**config.mk**
```make
export PLATFORM = sky130hd
export DESIGN_NAME = booth_controller
export DESIGN_NICKNAME = d
export VERILOG_FILES = /design/src/rtl/booth_controller.sv
export SDC_FILE = /design/constraint.sdc
export NUM_CORES = 1
export LEC_CHECK = 0
export CAP_MARGIN = 20
export CORE_AREA = 3 3 40 42
export DETAILED_ROUTE_END_ITERATION = 8
export DIE_AREA = 0 0 43 45
export PLACE_DENSITY = 0.64
export SLEW_MARGIN = 25
export SYNTH_ARGS = -nofsm -noshare
export SYNTH_HDL_FRONTEND = slang
export SYNTH_SLANG_ARGS = --single-unit
```
**constraint.sdc**
```tcl
create_clock -name clk -period 1.46 [get_ports clk]
set_input_delay 0.146 -clock clk [delete_from_list [all_inputs] [get_ports clk]]
set_output_delay 0.146 -clock clk [all_outputs]
set_load 0.005 [all_outputs]
```
**src/rtl/booth_controller.sv**
```systemverilog
// Moore control FSM for a radix-2 Booth multiplier datapath.
// Every output is a decode of the current state; the datapath owns A, Q, M, Q-1 and the bit counter.
module booth_controller #(
  parameter int WIDTH = 16
) (
  input  logic clk,
  input  logic rst_n,
  input  logic start,
  input  logic abort,
  input  logic q0,
  input  logic qm1,
  input  logic eqz,
  output logic ldM,
  output logic ldQ,
  output logic clrA,
  output logic clrff,
  output logic ldcount,
  output logic ldA,
  output logic addsub,
  output logic sftA,
  output logic sftQ,
  output logic decr,
  output logic busy,
  output logic done
);

  // The iteration count lives in the datapath counter; the controller only checks it is sane.
  if (WIDTH < 1) begin : g_width_check
    $error("booth_controller: WIDTH must be at least 1");
  end

  typedef enum logic [2:0] {
    IDLE   = 3'd0,
    LOAD_M = 3'd1,
    LOAD_Q = 3'd2,
    EVAL   = 3'd3,
    ADD    = 3'd4,
    SUB    = 3'd5,
    SHIFT  = 3'd6,
    DONE   = 3'd7
  } state_t;

  state_t state_reg;
  state_t state_next;

  always_ff @(posedge clk or negedge rst_n) begin
    if (!rst_n) begin
      state_reg <= IDLE;
    end else begin
      state_reg <= state_next;
    end
  end

  always_comb begin
    state_next = state_reg;
    if (abort) begin
      state_next = IDLE;
    end else begin
      case (state_reg)
        IDLE:    state_next = start ? LOAD_M : IDLE;
        LOAD_M:  state_next = LOAD_Q;
        LOAD_Q:  state_next = EVAL;
        EVAL: begin
          // Counter exhaustion wins over the Booth pair.
          if (eqz) begin
            state_next = DONE;
          end else begin
            case ({q0, qm1})
              2'b01:   state_next = ADD;
              2'b10:   state_next = SUB;
              default: state_next = SHIFT;
            endcase
          end
        end
        ADD:     state_next = SHIFT;
        SUB:     state_next = SHIFT;
        SHIFT:   state_next = EVAL;
        // start must drop before another operation is accepted.
        DONE:    state_next = start ? DONE : IDLE;
        default: state_next = IDLE;
      endcase
    end
  end

  always_comb begin
    ldM     = 1'b0;
    ldQ     = 1'b0;
    clrA    = 1'b0;
    clrff   = 1'b0;
    ldcount = 1'b0;
    ldA     = 1'b0;
    addsub  = 1'b0;
    sftA    = 1'b0;
    sftQ    = 1'b0;
    decr    = 1'b0;
    busy    = 1'b0;
    done    = 1'b0;
    case (state_reg)
      LOAD_M: begin
        ldM  = 1'b1;
        busy = 1'b1;
      end
      LOAD_Q: begin
        ldQ     = 1'b1;
        clrA    = 1'b1;
        clrff   = 1'b1;
        ldcount = 1'b1;
        busy    = 1'b1;
      end
      EVAL: begin
        busy = 1'b1;
      end
      ADD: begin
        ldA    = 1'b1;
        addsub = 1'b1;
        busy   = 1'b1;
      end
      SUB: begin
        ldA  = 1'b1;
        busy = 1'b1;
      end
      SHIFT: begin
        sftA = 1'b1;
        sftQ = 1'b1;
        decr = 1'b1;
        busy = 1'b1;
      end
      DONE: begin
        done = 1'b1;
      end
      default: begin
      end
    endcase
  end

endmodule

```
==> impl_metrics.json, run 1 <==
{
  "dpl-instance-area_sq_um": 442,
  "crit_cells": 5,
  "largest_reg_flops": 3,
  "ys_types": 20,
  "clock_sinks": 3,
  "synth_top_area_share_pct": 27.6,
  "r2r_start": "state_reg[2]$_DFF_PN0_",
  "post-route-period-util_pct": 98.5,
  "avgSynthCellArea_sq_um": 8.48,
  "critPathTopFamily": "flip-flops",
  "grt_pass1_wl_um": 972,
  "cts_tree": "built",
  "cts_inserted_buffers": 3,
  "total_power_mw": 0.585,
  "die_area_sq_um": 1940,
  "synth_common_cells": "buf_4 (5), dfrtp_1 (3), nor2_1 (3), nor2b_1 (3)",
  "worstSetupStartpointType": "flip-flop",
  "crit_type": "flip-flop to output pin",
  "r2r_cells": 5,
  "grt_util_all_layers_pct": 7.68,
  "regToRegEndpoint": "state_reg[1]$_DFF_PN0_",
  "drive_gt1_share_pct": 50.0,
  "cp.buffers_inverters": 3,
  "clk_pin_slew_ns": 0.04,
  "slowest_stage": "dfrtp_2",
  "crit_required_ns": 1.31,
  "crit_arrival_ns": 1.29,
  "max_slew_margin_pct": 82.7,
  "worst_slack_ns": 0.0215,
  "hpwl_um": 467,
  "vias": 320,
  "core_area_sq_um": 1280,
  "core.rowCount": 13,
  "clk_latency_ns": 0.24,
  "gp_congestion": 0.746,
  "tightestPinTransition_ns": 0.258,
  "io_pins": 19,
  "pre_cts_ws_ns": 0.0348,
  "synth_area_leader_cell": "dfrtp_1",
  "postLayoutCoreUtil_pct": 43.3,
  "vias_per_cell": 4.38,
  "num-nets-final": 67,
  "synth.top_cells.by_area": "dfrtp_1 (28%), buf_4 (14%), nor2b_1 (6.9%)",
  "routed_wl_um": 858,
  "cp-end-kind": "output pin",
  "ys_seq_area_share_pct": 27.6,
  "ant_nets": 0,
  "first_global_vias": 251,
  "cp_slowest_stage_delay_ns": 0.43,
  "ir_worst_vdd_mv": 0.359,
  "fin_worst_skew_ns": 0.00360,
  "hp-class": "input port to async pin",
  "drc": 0,
  "yosysMostFrequentCell": "buf_4",
  "instances_no_fill": 73,
  "synth_fp_nets": 40,
  "die_h_um": 45,
  "maxCapViolCount": 0,
  "outcome": "complete, no violations",
  "h-tree-depth": 1,
  "synth-async-reset-ratio_pct": 100,
  "cts-root-buf": "clkbuf_4",
  "rsz0062_at_grt": "yes",
  "ys_warn_count": 0,
  "fmax_mhz": 695,
  "io_buffer_count": 18,
  "placed_cells": 61,
  "p_per_area_nw_per_um2": 1050,
  "start_util_pct": 21.1,
  "first_pass_iters": 4,
  "slew_viol_final": 0,
  "antenna_found_initial": 0,
  "finalSetupViolations": 0,
  "cp_max_fo": 5,
  "antenna_cells": 0,
  "synth_top_flop_cell": "dfrtp_1",
  "rrSetupSlack_ns": 0.17,
  "area_delta_synth_final_pct": 105,
  "syn_area_sq_um": 272,
  "cp_common_cell": "buf_4",
  "clockBufferDepth": 2,
  "final_area_sq_um": 557,
  "n_fill_cell": 135,
  "p_leak_nw": 0.324,
  "synth_edf_count": 0,
  "tns_ns": 0,
  "hold_ws_ns": 0.0924,
  "synth-seq-cells": 3,
  "drtIter0Drc": 6,
  "min_period_ns": 1.44,
  "crit_chain": "buf_4, buf_4, nor2_2, and2_1, dlymetal6s2s_1",
  "wire_per_inst_um": 11.8,
  "grt_max_degree": 8,
  "die_width_um": 43,
  "hold_violations": 0,
  "gr-total-overflow": 0,
  "synth_cells": 32
}
how the worst max path moves through the flow:
stage / from / to / slack [ns]
finish: state_reg[1]$_DFF_PN0_ / ldM / 0.02
global placement: state_reg[0]$_DFF_PN0_ / clrff / 0.03
floorplan: state_reg[0]$_DFF_PN0_ / clrff / 0.25
global route: state_reg[0]$_DFF_PN0_ / clrA / -0.03
CTS: state_reg[0]$_DFF_PN0_ / busy / -0.17
detailed placement: state_reg[1]$_DFF_PN0_ / clrff / 0.03
placed cells by master, fill, tap and decap left out:
master           count
clkdlybuf4s50_1      6
nor3_2               1
o31ai_1              1
nand2b_4             1
a311oi_1             1
inv_1                1
nor2_1               1
clkbuf_2             4
dlymetal6s2s_1       5
nand2_1              2
nor3b_2              1
nor2_2               1
nor2_4               1
dfrtp_2              3
nor2b_1              2
clkbuf_1             1
nor2b_4              1
clkdlybuf4s15_1      3
buf_4               12
clkbuf_4             3
ha_1                 1
and2_1               1
a21oi_1              1
o311ai_1             1
o21bai_1             1
a211oi_1             1
and3_4               1
power by group:
group | total [mW] | internal (mW) | switching, mW
Combinational | 0.311 | 0.191 | 0.120
Sequential | 0.125 | 0.102 | 0.0229
Clock | 0.149 | 0.103 | 0.0465
Total | 0.585 | 0.395 | 0.190
layout make-up:
class                   instances  area [sq um]  share of cell area [%]
clock buffers                   4          26.3                    4.72
inverters                       1          3.75                   0.674
multi-input cells              20           166                    29.9
flip-flops and latches          3          78.8                    14.2
well taps                      15          18.8                    3.37
repair buffers                 30           263                    47.2
logic make-up after synthesis:
group	Yosys count	synth area share [%]
flip-flops	3	27.6
buffers and inverters	9	23.0
adder cells (fa/ha/maj)	1	4.61
AO/OA/AOI/OAI	6	16.6
AND/OR/NAND/NOR	13	28.1
per-layer routing:
layer | track usage, % | routed length [um] | up-vias
li1 | - | - | 155
met1 | 7.77 | 313 | 147
met2 | 9.88 | 478 | 16
met3 | 2.39 | 51 | 2
met4 | 12.7 | 14 | 0
met5 | 0 | 0 | -
timing repair:
item | 4_1_cts | 5_1_grt
buffers inserted | 1 | 7
endpoints found under the setup margin | 12 | 5
pin swaps | 0 | 1
hold buffers | 0 | 0
cloned | 0 | 0
resized for setup | 12 | 22
(Power assumes the default switching activity.)
==> inputs of run 2 (changes only) <==
clock period = 1.7 ns   (was 1.46 ns; I/O delays follow)
==> run 2 against run 1 <==
Effect of this change:
- cell area is 9.4% lower
- clock power down 11%
- clock skew increased by 0.0073 ns
- first-iteration DRC count fell by 50%
- worst hold slack improved by 0.0097 ns
- via count decreased by 12%
- die area unchanged
- total power is 22% lower
- wire length fell by 22%
- sequential power shrank 21%
- critical endpoint is now ldQ
==> impl_metrics.json, run 2 (synthesis gave the netlist of run 1 again) <==
{
  "outcome": "complete, no violations",
  "maxCapViolCount": 0,
  "sw_frac_of_total_pct": 31.6,
  "slowest_stage": "clkdlybuf4s50_1",
  "wire_per_inst_um": 10.0,
  "first_global_vias": 253,
  "dpl-instance-area_sq_um": 434,
  "clockBufferDepth": 2,
  "first_pass_iters": 3,
  "die_h_um": 45,
  "regToRegEndpoint": "state_reg[2]$_DFF_PN0_",
  "drc": 0,
  "cp_max_fo": 4,
  "fmax_mhz": 609,
  "num-nets-final": 61,
  "cp-end-kind": "output pin",
  "cp_slowest_stage_delay_ns": 0.56,
  "antenna_cells": 0,
  "grt_max_degree": 9,
  "placed_cells": 60,
  "die_area_sq_um": 1940,
  "worst_slack_ns": 0.0574,
  "cts_inserted_buffers": 3,
  "layout_commonest_cell": "clkdlybuf4s50_1",
  "rsz0062_at_grt": "yes",
  "grt_pass1_wl_um": 1060,
  "drive_gt1_share_pct": 26.9,
  "instances_no_fill": 67,
  "finalSetupViolations": 0,
  "rrSetupSlack_ns": 0.48,
  "vias_per_cell": 4.22,
  "critPathTopFamily": "buffers and inverters",
  "drtIter0Drc": 3,
  "post-route-period-util_pct": 96.6,
  "crit_arrival_ns": 1.47,
  "mostFrequentLayoutCells": "clkdlybuf4s50_1 (14), buf_4 (5), nor2b_1 (3), clkbuf_4 (3), dfrtp_1 (3)",
  "p_per_area_nw_per_um2": 901,
  "cp.buffers_inverters": 1,
  "cts_tree": "built",
  "grt_util_all_layers_pct": 8.26,
  "antenna_found_initial": 0,
  "hold_ws_ns": 0.102,
  "final_area_sq_um": 504,
  "gr-total-overflow": 0,
  "min_period_ns": 1.64,
  "hold_violations": 0,
  "slew_viol_final": 0,
  "h-tree-depth": 1,
  "cts-root-buf": "clkbuf_4",
  "r2r_cells": 5,
  "routed_wl_um": 673,
  "gp_congestion": 0.725,
  "fin_worst_skew_ns": 0.0109,
  "core.rowCount": 13,
  "r2r_start": "state_reg[2]$_DFF_PN0_",
  "clk_pin_slew_ns": 0.05,
  "io_pins": 19,
  "io_buffer_count": 18,
  "largest_reg_flops": 3,
  "hold_buffers": 0,
  "p_switching_mw": 0.143,
  "pre_cts_ws_ns": 0.172,
  "crit_type": "flip-flop to output pin",
  "die_width_um": 43,
  "crit_chain": "nor3b_2, clkdlybuf4s50_1",
  "area_delta_synth_final_pct": 85.7,
  "hp-class": "input port to async pin",
  "combPwrFrac_pct": 49.2,
  "ant_nets": 0,
  "clk_latency_ns": 0.24,
  "worstSetupStartpointType": "flip-flop",
  "max_slew_margin_pct": 81.3,
  "ir_worst_vdd_mv": 0.276,
  "start_util_pct": 21.1,
  "core_area_sq_um": 1280,
  "postLayoutCoreUtil_pct": 39.2,
  "p_int_mw": 0.311,
  "pwr-share-seq_pct": 21.7,
  "clock_sinks": 3,
  "tightestPinTransition_ns": 0.279,
  "p_leak_nw": 0.256,
  "vias": 283,
  "clkPwrFrac_pct": 29.1,
  "crit_required_ns": 1.53
}
## run 2: layout make-up
type / instances / area [sq um]
clock buffer: 4 / 26.3
fill: 138 / 781
inverter: 1 / 3.75
multi-input combinational: 20 / 149
sequential: 3 / 75.1
tap: 15 / 18.8
timing repair buffer: 24 / 231
## run 2: how the worst max path moves through the flow
| stage | cells after the start | from | endpoint |
|---|---|---|---|
| after detailed placement | 2 | state_reg[2]$_DFF_PN0_ | clrA |
| after global routing | 2 | state_reg[2]$_DFF_PN0_ | clrA |
| final | 2 | state_reg[2]$_DFF_PN0_ | ldQ |
| after floorplan | 3 | state_reg[0]$_DFF_PN0_ | clrff |
| after global placement | 4 | state_reg[1]$_DFF_PN0_ | busy |
| after CTS | 4 | state_reg[2]$_DFF_PN0_ | decr |
## run 2: power groups by stage
stage | clock network [mW] | registers (mW) | logic [mW]
final | 0.132 | 0.0986 | 0.224
after global placement | 0 | 0.0971 | 0.207
after floorplan | 0 | 0.0881 | 0.123
after CTS | 0.131 | 0.0972 | 0.215
after global routing | 0.141 | 0.101 | 0.244
after detailed placement | 0 | 0.0974 | 0.207
## run 2: repair_timing
item / in CTS / in global routing
gates resized for setup: 6 / 3
endpoints found under the setup margin: 9 / 7
setup buffers: 1 / 2
## run 2: metrics by stage
stage                     TNS (ns)  total power, mW
final                            0            0.454
after global routing        -0.140            0.486
after CTS                        0            0.443
after detailed placement         0            0.305
after global placement           0            0.304
after floorplan                  0            0.211
## run 2: layer usage
metal	vias up	wire, um	GRT usage, %
li1	143	-	-
met1	128	266	8.25
met2	12	343	10.8
met3	0	63	3.19
met4	0	0	12.7
met5	-	0	0
